==> config.mk <==
export PLATFORM = sky130hd
export DESIGN_NAME = virtio_notify_dma_master
export DESIGN_NICKNAME = d
export VERILOG_FILES = /design/src/rtl/virtio_dma_pkg.sv /design/src/rtl/virtio_rr_pick.sv /design/src/rtl/virtio_notify_dma_master.sv
export SDC_FILE = /design/constraint.sdc
export NUM_CORES = 1
export LEC_CHECK = 0
export ABC_AREA = 1
export BUFFER_PORTS_ARGS = -buffer_cell sky130_fd_sc_hd__buf_2
export CAP_MARGIN = 5
export CORE_AREA = 2 2 120 122
export CTS_CLUSTER_DIAMETER = 30
export DETAILED_ROUTE_END_ITERATION = 10
export DIE_AREA = 0 0 122 124
export SYNTH_ARGS = -nofsm -noshare
export SYNTH_HDL_FRONTEND = slang
export SYNTH_SLANG_ARGS = --single-unit
==> constraint.sdc <==
create_clock -name clk -period 5.03 [get_ports clk]
set_clock_uncertainty 0.2 [all_clocks]
set_input_delay 0.503 -clock clk [delete_from_list [all_inputs] [get_ports clk]]
set_output_delay 0.503 -clock clk [all_outputs]
set_load 0.05 [all_outputs]
==> src/rtl/virtio_dma_pkg.sv <==
// Shared types and constants for the virtio notify / DMA master engine.
package virtio_dma_pkg;

    typedef enum logic [2:0] {
        ST_INIT,
        ST_INIT_B,
        ST_IDLE,
        ST_AR,
        ST_R
    } state_t;

    localparam logic [1:0] AXI_RESP_OKAY = 2'b00;

    localparam int unsigned QIDX_W = 2;
    typedef logic [QIDX_W-1:0] qidx_t;

    localparam logic [31:0] AVAIL_BASE_DEF   = 32'h0001_0000;
    localparam logic [31:0] AVAIL_STRIDE_DEF = 32'h0000_1000;

endpackage

==> src/rtl/virtio_rr_pick.sv <==
// Round-robin first-set finder: returns the first pending queue at or after ptr,
// wrapping modulo NUM_Q.
module virtio_rr_pick
    import virtio_dma_pkg::*;
#(
    parameter int unsigned NUM_Q = 3
) (
    input  logic [NUM_Q-1:0] pending,
    input  qidx_t            ptr,
    output qidx_t            idx,
    output logic             any
);

    // Walk offsets from farthest to nearest so the offset closest to ptr wins.
    always_comb begin
        idx = '0;
        for (int i = int'(NUM_Q) - 1; i >= 0; i--) begin
            for (int j = 0; j < int'(NUM_Q); j++) begin
                if (pending[j] && (j == ((int'(ptr) + i) % int'(NUM_Q)))) begin
                    idx = qidx_t'(j);
                end
            end
        end
    end

    assign any = |pending;

endmodule

==> src/rtl/virtio_notify_dma_master.sv <==
// Virtio queue-notify engine: one AXI-Lite init write to the CSR, then
// round-robin avail-index reads of doorbelled queues with new-descriptor reporting.
module virtio_notify_dma_master
    import virtio_dma_pkg::*;
#(
    parameter int unsigned       NUM_Q        = 3,
    parameter int unsigned       ADDR_W       = 32,
    parameter int unsigned       DATA_W       = 32,
    parameter logic [ADDR_W-1:0] INIT_ADDR    = 32'h0000_0014,
    parameter logic [DATA_W-1:0] INIT_DATA    = 32'h0000_000F,
    parameter logic [ADDR_W-1:0] AVAIL_BASE   = AVAIL_BASE_DEF,
    parameter logic [ADDR_W-1:0] AVAIL_STRIDE = AVAIL_STRIDE_DEF
) (
    input  logic                  clk,
    input  logic                  csr_rst_n,
    input  logic [NUM_Q-1:0]      queue_notify_set,
    input  logic [NUM_Q-1:0]      queue_notify_clr,
    output logic [NUM_Q-1:0]      queue_pending,
    output logic                  init_done,
    output logic                  init_err,
    output logic                  work_valid,
    output logic [1:0]            work_q,
    output logic [15:0]           work_cnt,
    output logic                  rd_err,
    output logic [ADDR_W-1:0]     m_awaddr,
    output logic                  m_awvalid,
    input  logic                  m_awready,
    output logic [DATA_W-1:0]     m_wdata,
    output logic [DATA_W/8-1:0]   m_wstrb,
    output logic                  m_wvalid,
    input  logic                  m_wready,
    input  logic [1:0]            m_bresp,
    input  logic                  m_bvalid,
    output logic                  m_bready,
    output logic [ADDR_W-1:0]     m_araddr,
    output logic                  m_arvalid,
    input  logic                  m_arready,
    input  logic [DATA_W-1:0]     m_rdata,
    input  logic [1:0]            m_rresp,
    input  logic                  m_rvalid,
    output logic                  m_rready
);

    state_t              state_q, state_d;
    logic [NUM_Q-1:0]    pending_q, pending_d, svc_clr;
    logic [15:0]         last_idx_q [NUM_Q];
    logic [15:0]         last_idx_d [NUM_Q];
    qidx_t               ptr_q, ptr_d, sel_q, sel_d, pick_idx;
    logic                pick_any;
    logic                awvalid_q, awvalid_d, wvalid_q, wvalid_d;
    logic                aw_done_q, aw_done_d, w_done_q, w_done_d;
    logic                bready_q, bready_d, arvalid_q, arvalid_d, rready_q, rready_d;
    logic [ADDR_W-1:0]   awaddr_q, awaddr_d, araddr_q, araddr_d;
    logic [DATA_W-1:0]   wdata_q, wdata_d;
    logic [DATA_W/8-1:0] wstrb_q, wstrb_d;
    logic                init_done_q, init_done_d, init_err_q, init_err_d;
    logic                work_valid_q, work_valid_d, rd_err_q, rd_err_d;
    qidx_t               work_q_q, work_q_d;
    logic [15:0]         work_cnt_q, work_cnt_d;
    logic [15:0]         new_idx;
    logic                rdata_hi_unused;

    assign new_idx         = m_rdata[15:0];
    assign rdata_hi_unused = ^m_rdata[DATA_W-1:16];

    virtio_rr_pick #(.NUM_Q(NUM_Q)) u_pick (
        .pending (pending_q),
        .ptr     (ptr_q),
        .idx     (pick_idx),
        .any     (pick_any)
    );

    always_comb begin
        state_d      = state_q;
        ptr_d        = ptr_q;
        sel_d        = sel_q;
        last_idx_d   = last_idx_q;
        awvalid_d    = awvalid_q;
        wvalid_d     = wvalid_q;
        aw_done_d    = aw_done_q;
        w_done_d     = w_done_q;
        bready_d     = bready_q;
        arvalid_d    = arvalid_q;
        rready_d     = rready_q;
        awaddr_d     = awaddr_q;
        araddr_d     = araddr_q;
        wdata_d      = wdata_q;
        wstrb_d      = wstrb_q;
        init_done_d  = init_done_q;
        init_err_d   = init_err_q;
        work_valid_d = 1'b0;
        rd_err_d     = 1'b0;
        work_q_d     = work_q_q;
        work_cnt_d   = work_cnt_q;
        svc_clr      = '0;

        unique case (state_q)
            ST_INIT: begin
                // Nothing launched yet: raise AW and W together on the first cycle out of reset.
                if (!awvalid_q && !wvalid_q && !aw_done_q && !w_done_q) begin
                    awvalid_d = 1'b1;
                    wvalid_d  = 1'b1;
                    awaddr_d  = INIT_ADDR;
                    wdata_d   = INIT_DATA;
                    wstrb_d   = '1;
                end else begin
                    if (awvalid_q && m_awready) begin
                        awvalid_d = 1'b0;
                        aw_done_d = 1'b1;
                    end
                    if (wvalid_q && m_wready) begin
                        wvalid_d = 1'b0;
                        w_done_d = 1'b1;
                    end
                    if (aw_done_d && w_done_d) begin
                        bready_d = 1'b1;
                        state_d  = ST_INIT_B;
                    end
                end
            end
            ST_INIT_B: begin
                if (m_bvalid) begin
                    bready_d    = 1'b0;
                    init_done_d = 1'b1;
                    init_err_d  = (m_bresp != AXI_RESP_OKAY);
                    state_d     = ST_IDLE;
                end
            end
            ST_IDLE: begin
                if (pick_any) begin
                    sel_d     = pick_idx;
                    araddr_d  = AVAIL_BASE + ADDR_W'(pick_idx) * AVAIL_STRIDE;
                    arvalid_d = 1'b1;
                    state_d   = ST_AR;
                end
            end
            ST_AR: begin
                if (m_arready) begin
                    arvalid_d = 1'b0;
                    rready_d  = 1'b1;
                    state_d   = ST_R;
                end
            end
            ST_R: begin
                if (m_rvalid) begin
                    rready_d = 1'b0;
                    ptr_d    = (sel_q == QIDX_W'(NUM_Q - 1)) ? '0 : sel_q + qidx_t'(1);
                    state_d  = ST_IDLE;
                    if (m_rresp == AXI_RESP_OKAY) begin
                        svc_clr[sel_q] = 1'b1;
                        if (new_idx != last_idx_q[sel_q]) begin
                            work_valid_d      = 1'b1;
                            work_q_d          = sel_q;
                            work_cnt_d        = new_idx - last_idx_q[sel_q];
                            last_idx_d[sel_q] = new_idx;
                        end
                    end else begin
                        rd_err_d = 1'b1;
                    end
                end
            end
            default: state_d = ST_INIT;
        endcase

        // A doorbell in the same cycle beats both a cancel and a service completion.
        for (int i = 0; i < int'(NUM_Q); i++) begin
            pending_d[i] = queue_notify_set[i] | (pending_q[i] & ~(queue_notify_clr[i] | svc_clr[i]));
        end
    end

    always_ff @(posedge clk or negedge csr_rst_n) begin
        if (!csr_rst_n) begin
            state_q      <= ST_INIT;
            pending_q    <= '0;
            last_idx_q   <= '{default: '0};
            ptr_q        <= '0;
            sel_q        <= '0;
            awvalid_q    <= 1'b0;
            wvalid_q     <= 1'b0;
            aw_done_q    <= 1'b0;
            w_done_q     <= 1'b0;
            bready_q     <= 1'b0;
            arvalid_q    <= 1'b0;
            rready_q     <= 1'b0;
            awaddr_q     <= '0;
            araddr_q     <= '0;
            wdata_q      <= '0;
            wstrb_q      <= '0;
            init_done_q  <= 1'b0;
            init_err_q   <= 1'b0;
            work_valid_q <= 1'b0;
            rd_err_q     <= 1'b0;
            work_q_q     <= '0;
            work_cnt_q   <= '0;
        end else begin
            state_q      <= state_d;
            pending_q    <= pending_d;
            last_idx_q   <= last_idx_d;
            ptr_q        <= ptr_d;
            sel_q        <= sel_d;
            awvalid_q    <= awvalid_d;
            wvalid_q     <= wvalid_d;
            aw_done_q    <= aw_done_d;
            w_done_q     <= w_done_d;
            bready_q     <= bready_d;
            arvalid_q    <= arvalid_d;
            rready_q     <= rready_d;
            awaddr_q     <= awaddr_d;
            araddr_q     <= araddr_d;
            wdata_q      <= wdata_d;
            wstrb_q      <= wstrb_d;
            init_done_q  <= init_done_d;
            init_err_q   <= init_err_d;
            work_valid_q <= work_valid_d;
            rd_err_q     <= rd_err_d;
            work_q_q     <= work_q_d;
            work_cnt_q   <= work_cnt_d;
        end
    end

    assign queue_pending = pending_q;
    assign init_done     = init_done_q;
    assign init_err      = init_err_q;
    assign work_valid    = work_valid_q;
    assign work_q        = work_q_q;
    assign work_cnt      = work_cnt_q;
    assign rd_err        = rd_err_q;
    assign m_awaddr      = awaddr_q;
    assign m_awvalid     = awvalid_q;
    assign m_wdata       = wdata_q;
    assign m_wstrb       = wstrb_q;
    assign m_wvalid      = wvalid_q;
    assign m_bready      = bready_q;
    assign m_araddr      = araddr_q;
    assign m_arvalid     = arvalid_q;
    assign m_rready      = rready_q;

endmodule

==> results of run 1 <==
## kinds of logic after synthesis
kind of cell,after synthesis,synth area share
simple gates,273,0.207
buf+inv,197,0.206
compound gates,115,0.119
flops,89,0.411
fa+ha+maj,19,0.0452
xor+xnor,7,0.0113
other cells,1,0.000692
## per-layer routing
layer / up-vias / share of wire
met5: - / 0
met1: 1947 / 0.49
li1: 2175 / -
met4: 0 / 0.017
met2: 127 / 0.45
met3: 13 / 0.050
## stage by stage
step / utilization / instances / instance area, um^2
5_1_grt: 0.431 / 953 / 5910
4_1_cts: 0.431 / 953 / 5910
6_report: 0.431 / 953 / 5910
3_5_place_dp: 0.408 / 937 / 5600
2_1_floorplan: - / 787 / 5750
3_3_place_gp: 0.408 / 937 / 5600
## layout make-up
cell class	instances	area share
clock buffers	11	0.0411
clock inverters	4	0.00890
multi-input cells	501	0.406
well taps	180	0.0381
inverters	85	0.0540
repair buffers	83	0.0746
flip-flops and latches	89	0.377
## worst min path at each step
stage	from	cells past startpoint	endpoint
global route	queue_notify_clr[2]	2	queue_pending[2]
global placement	m_araddr[16]	1	m_araddr[16]
detailed placement	init_done	1	init_done
CTS	queue_notify_clr[1]	2	queue_pending[1]
floorplan	csr_rst_n	0	aw_done_q
finish	queue_notify_clr[1]	2	queue_pending[1]
## sequential cells by signal (all words and copies together), names as in the netlist
| signal | count |
|---|---|
| aw_done_q | 1 |
| m_araddr | 2 |
| m_wvalid | 1 |
| init_err | 1 |
| w_done_q | 1 |
| work_q | 2 |
| m_arvalid | 1 |
| sel_q | 1 |
| queue_pending | 3 |
| state_q | 3 |
| m_bready | 1 |
| rd_err | 1 |
| work_cnt | 16 |
| ptr_q | 2 |
| last_idx_q | 48 |
| m_rready | 1 |
| m_awvalid | 1 |
| m_wstrb | 1 |
| init_done | 1 |
| work_valid | 1 |
## cell usage after synthesis
master,number
xor2_1,1
inv_1,83
and2_1,3
o21ai_0,50
a22oi_1,2
o21ai_1,20
o211ai_1,1
buf_2,12
buf_4,97
nand2_1,193
ha_1,18
a21o_1,1
nor2_2,2
clkbuf_1,3
xnor2_1,6
nor2_1,32
dfrtp_1,89
a21oi_1,24
a221oi_1,2
nor2_4,2
nor4_1,1
nor3_1,3
a22o_1,12
nand3b_1,2
o31ai_1,2
conb_1,1
nand4_1,5
or2_2,3
inv_2,2
nand3_1,27
o2111ai_1,1
fa_1,1
## placed cells by master, fill, tap and decap left out, types with 2 or more instances in the layout
| master | n |
|---|---|
| a21oi_1 | 24 |
| a221oi_1 | 2 |
| a22o_1 | 12 |
| a22oi_1 | 2 |
| and2_1 | 3 |
| buf_2 | 74 |
| buf_4 | 8 |
| clkbuf_16 | 9 |
| conb_1 | 87 |
| dfrtp_1 | 89 |
| ha_1 | 18 |
| inv_1 | 83 |
| inv_2 | 2 |
| nand2_1 | 193 |
| nand3_1 | 27 |
| nand3b_1 | 2 |
| nand4_1 | 5 |
| nor2_1 | 32 |
| nor2_2 | 2 |
| nor2_4 | 2 |
| nor3_1 | 3 |
| o21ai_0 | 50 |
| o21ai_1 | 20 |
| o31ai_1 | 2 |
| or2_2 | 3 |
| xnor2_1 | 6 |
## where the power goes
part / switching, mW / internal (mW)
combinational: 1.14 / 0.449
clock: 0.280 / 0.398
sequential: 0.129 / 0.936
==> run_results.csv, run 1 <==
group,metric,value,unit
timing,setup_ws,1.31,ns
status,status,"completed",
setup_path,timing.rr.end,"last_idx_q[9]",
power_and_ir_drop,power.total,3.33,mW
cells_and_area,regArea,0.00223,mm^2
cts,clkTransAtPathRegs,0.06,ns
placed_design,dp_slack,1.26,ns
setup_path,worstPathRequired,5.05,ns
setup_path,critPathArrivalTime,3.74,ns
floorplan,die_y,124,um
setup_path,path_depth,13,
floorplan,rows,43,
global_routing,antenna_found_initial,0,
timing,hold_viol,0,
route,drt_wl_total,11600,um
global_routing,use_met1,0.220,
global_routing,busiest_layer,"met2",
min_path,min_path_type,"in2reg",
timing,setup_viol,0,
cts,cts_sinks,89,
cells_and_area,area_growth,8.93,%
route,drtIter0Drc,168,
logic_synthesis,synthCells,701,
setup_path,cp-startpoint,"m_araddr[13]",
cts,cts_hold_buffers,1,
cells_and_area,multi_input_area,0.00240,mm^2
setup_path,regToRegStartpoint,"m_araddr[13]",
cells_and_area,drive_gt1_frac,0.136,
setup_path,critPathLaunchType,"flip-flop",
setup_path,crit_end,"last_idx_q[9]",
global_routing,grt_max_degree,46,
timing,rsz0062_at_grt,"false",
timing,relSlewSlack,0.491,
cts,clk_path_buf_depth,2,
timing,tightest_slew,0.763,ns
logic_synthesis,syn_avg_cell_area,7.74,um^2
setup_path,ff2ff_setup_slack,1.31,ns
floorplan,dieArea,0.0151,mm^2
setup_path,worstPathCellList,"inv_1 > nor2_2 > a22o_1 > a21oi_1 > ha_1 > nand2_1 > nor2_1 > nand2_1 > nor2_1 > nand3_1 > nand2_1 > buf_4 > o21ai_0",
logic_synthesis,synth.distinct_cells,32,
floorplan,coreArea,0.0137,mm^2
cts,post_cts_resized,0,
setup_path,critPathTopFamily,"simple AND/OR/NAND/NOR gates",
logic_synthesis,syn-cell-area,0.00542,mm^2
logic_synthesis,yosys-top-cells-area,"dfrtp_1, buf_4, nand2_1, inv_1, o21ai_0",
global_routing,grt-ovfl-total,0,
timing,timing.setup.tns,0,ns
cts,cts-buffers-inserted,9,
setup_path,r2r_cells,13,
timing,fmax,269,MHz
logic_synthesis,synthDominantCellAreaShare,0.411,
run,cap_violations,0,
setup_path,max_stage_delay,0.61,ns
timing,holdWs,0.134,ns
setup_path,worstPathMaxFanout,24,
cells_and_area,fillCellCount,1465,
route,vias,4262,
setup_path,cpMaxStageDelayCell,"nor2_2",
global_routing,track_usage,0.160,
global_routing,grt_pass1_wl,18800,um
cts,htreeDepth,3,
setup_path,worstSetupPathType,"reg2reg",
floorplan,initial_utilization,0.395,
placed_design,io_buffer_count,75,
timing,finalCritPeriodShare,0.740,
cts,cts_setup_buffers,0,
global_routing,grt_use_met2,0.251,
logic_synthesis,synth_warnings,0,
setup_path,path_buf_inv,2,
logic_synthesis,synth-seq-area-share,0.411,
cells_and_area,finalNetCount,837,
setup_path,end_kind,"flip-flop",
cts,clockRootBuffer,"clkbuf_16",
route,vias_per_cell,4.47,
timing,final_max_slew_viol_count,0,
floorplan,die_x,122,um
route,dr.pass1.iters,5,
global_routing,grtUsageMet3,0.0270,
route,wl_per_cell,12.1,um
route,route.antenna.remaining_nets,0,
cts,cts_tree,"built",
timing,finalCriticalPeriod,3.72,ns
power_and_ir_drop,ir_drop,0.201,mV
placed_design,place_congestion,0.869,
placed_design,hpwl,8730,um
cells_and_area,antennaDiodeCount,0,
power_and_ir_drop,p_leak,3.29,nW
route,drc_errors,0,
floorplan,io_pins,179,
cts,clk_latency,0.34,ns
power_and_ir_drop,power_density,564,mW/mm^2
setup_path,cp_common_cell,"nand2_1",
logic_synthesis,ys_ff_latch,89,
global_routing,grt_pass1_vias,3908,
logic_synthesis,synth_area_leader_cell,"dfrtp_1",
Power figures use the tool's default switching activity.
==> run 2, diff against run 1 <==
PLACE_DENSITY = 0.67   (was unset)
clock period = 3.15 ns   (was 5.03 ns; I/O delays follow)
==> run 2 against run 1 <==
Compared with the run above: flip-flop and latch count stayed put; combinational power is 72% higher; count of clock-buffer cells in the layout is 1 higher; worst setup slack worse by 1.0 ns; sequential share of layout area is 1.6 points lower; fmax is 29% higher; wire length is 0.36% higher; largest power group unchanged; highest routed layer unchanged.
==> run_results.csv, run 2 (same netlist as run 1, synthesis figures left out) <==
group,metric,value,unit
global_routing,grt_pass1_vias,4063,
setup_path,critPathArrivalTime,2.92,ns
setup_path,ff2ff_setup_slack,0.26,ns
cells_and_area,fillCellCount,1396,
setup_path,regToRegStartpoint,"sel_q[0]",
timing,timing.setup.tns,0,ns
timing,setup_viol,0,
global_routing,track_usage,0.161,
setup_path,r2r_cells,16,
setup_path,worstSetupPathType,"reg2reg",
setup_path,worstPathMaxFanout,30,
cells_and_area,regArea,0.00223,mm^2
placed_design,place_congestion,0.891,
placed_design,hpwl,8860,um
setup_path,cp-startpoint,"sel_q[0]",
route,drtIter0Drc,246,
setup_path,path_depth,16,
setup_path,timing.rr.end,"work_cnt[10]",
cts,clockRootBuffer,"clkbuf_16",
setup_path,worstPathCellList,"inv_2 > nor2_2 > buf_12 > a22o_1 > a21oi_1 > ha_1 > nand2_1 > nor2_1 > nand2_1 > nor2_1 > nand3_1 > nand2_1 > buf_12 > inv_2 > nand3_1 > nand2_1",
cells_and_area,drive_gt1_frac,0.154,
timing,hold_viol,0,
cells_and_area,multi_input_area,0.00240,mm^2
min_path,hp-start,"m_awready",
cells_and_area,regMostFlops,"last_idx_q",
floorplan,io_pins,179,
setup_path,cp_common_cell,"nand2_1",
global_routing,busiest_layer,"met2",
placed_design,io_buffer_count,75,
cts,cts_sinks,89,
floorplan,dieArea,0.0151,mm^2
global_routing,grt-ovfl-total,0,
global_routing,grt_pass1_wl,19100,um
cells_and_area,final_area,0.00618,mm^2
timing,final_max_slew_viol_count,0,
route,drc_errors,0,
cells_and_area,finalNetCount,856,
cts,clk_path_buf_depth,2,
min_path,min_path_type,"in2reg",
cells_and_area,area_growth,13.9,%
route,route.antenna.remaining_nets,0,
floorplan,die_y,124,um
route,dr.pass1.iters,5,
setup_path,path_buf_inv,4,
cts,cts_tree,"built",
run,cap_violations,0,
timing,fmax,347,MHz
global_routing,grt_use_met2,0.257,
cells_and_area,utilization,0.450,
global_routing,grtUsageMet3,0.0298,
cells_and_area,largest_reg_flops,48,
floorplan,die_x,122,um
status,status,"completed",
floorplan,coreArea,0.0137,mm^2
timing,holdWs,0.0381,ns
route,vias,4325,
route,drt_wl_total,11600,um
power_and_ir_drop,ir_drop,0.321,mV
power_and_ir_drop,power_density,897,mW/mm^2
timing,finalCritPeriodShare,0.916,
power_and_ir_drop,p_leak,3.42,nW
cts,clkTransAtPathRegs,0.06,ns
setup_path,end_kind,"flip-flop",
cts,cts-buffers-inserted,9,
setup_path,critPathTopFamily,"simple AND/OR/NAND/NOR gates",
timing,relSlewSlack,0.615,
global_routing,use_met1,0.220,
cts,clk_latency,0.34,ns
floorplan,rows,43,
min_path,holdPathStages,4,
setup_path,max_stage_delay,0.44,ns
cells_and_area,final_cell_mix,"nand2_1, conb_1, dfrtp_1",
route,wl_per_cell,11.9,um
floorplan,initial_utilization,0.395,
timing,tightest_slew,0.577,ns
cells_and_area,mostFrequentLayoutCell,"nand2_1",
setup_path,worstPathRequired,3.18,ns
min_path,holdPathEnd,"m_awvalid",
cts,cts_setup_buffers,0,
setup_path,cpMaxStageDelayCell,"dfrtp_2",
setup_path,critPathLaunchType,"flip-flop",
timing,finalCriticalPeriod,2.89,ns
global_routing,grt_max_degree,47,
cells_and_area,antennaDiodeCount,0,
placed_design,placed_area,0.00581,mm^2
cts,htreeDepth,3,
timing,rsz0062_at_grt,"false",
global_routing,antenna_found_initial,0,
route,vias_per_cell,4.45,
run 2: cell types whose count changed in the layout (fill, tap and decap cells not counted):
cell,before,now
buf_12,0,8
buf_4,8,14
clkbuf_8,1,2
clkinvlp_4,0,1
dfrtp_1,89,87
dfrtp_2,0,2
dlygate4sd3_1,1,6
inv_6,1,0
run 2: timing repair:
action                                 CTS  global route
setup endpoints to repair                0            11
endpoints found under the hold margin   46             0
gates resized for setup                  0             1
hold buffers                             6             0
run 2: area by class of cell:
| cell class | instances | share of cell area |
|---|---|---|
| clock buffer | 12 | 0.0415 |
| multi-input combinational | 501 | 0.388 |
| inverter | 85 | 0.0517 |
| sequential | 89 | 0.361 |
| timing repair buffer | 102 | 0.113 |
| tap | 180 | 0.0365 |
| clock inverter | 4 | 0.00830 |
run 2: how the worst max path moves through the flow:
stage	to
2_1_floorplan	work_cnt[11]
3_3_place_gp	work_cnt[10]
3_5_place_dp	work_cnt[10]
4_1_cts	work_cnt[10]
5_1_grt	work_cnt[9]
6_report	work_cnt[10]
run 2: through the flow:
step / cells / power (mW) / setup slack, ns
2_1_floorplan: 787 / 3.78 / 0.0145
3_3_place_gp: 951 / 4.42 / 0.203
3_5_place_dp: 951 / 4.46 / 0.214
4_1_cts: 973 / 5.58 / 0.168
5_1_grt: 973 / 5.98 / 0.000419
6_report: 973 / 5.54 / 0.265
run 2: power breakdown:
| part | leakage, nW | total (mW) | internal (mW) | switching [mW] |
|---|---|---|---|---|
| clock | 0.149 | 1.10 | 0.658 | 0.445 |
| combinational | 2.12 | 2.73 | 0.869 | 1.86 |
| sequential | 1.16 | 1.71 | 1.50 | 0.210 |
| total | 3.42 | 5.54 | 3.02 | 2.52 |
run 2: per-layer routing:
| metal | share of wire | wire (um) |
|---|---|---|
| met5 | 0 | 0 |
| met4 | 0.014 | 167 |
| met3 | 0.045 | 521 |
| met2 | 0.45 | 5250 |
| met1 | 0.49 | 5680 |
run 2: worst register-to-register path: stages, from the launching register on:
cell	delay, ns
dfrtp_2	0.44
inv_2	0.07
nor2_2	0.15
buf_12	0.16
a22o_1	0.14
a21oi_1	0.04
ha_1	0.32
nand2_1	0.10
nor2_1	0.18
nand2_1	0.07
nor2_1	0.14
nand3_1	0.19
nand2_1	0.16
buf_12	0.17
inv_2	0.11
nand3_1	0.09
nand2_1	0.05
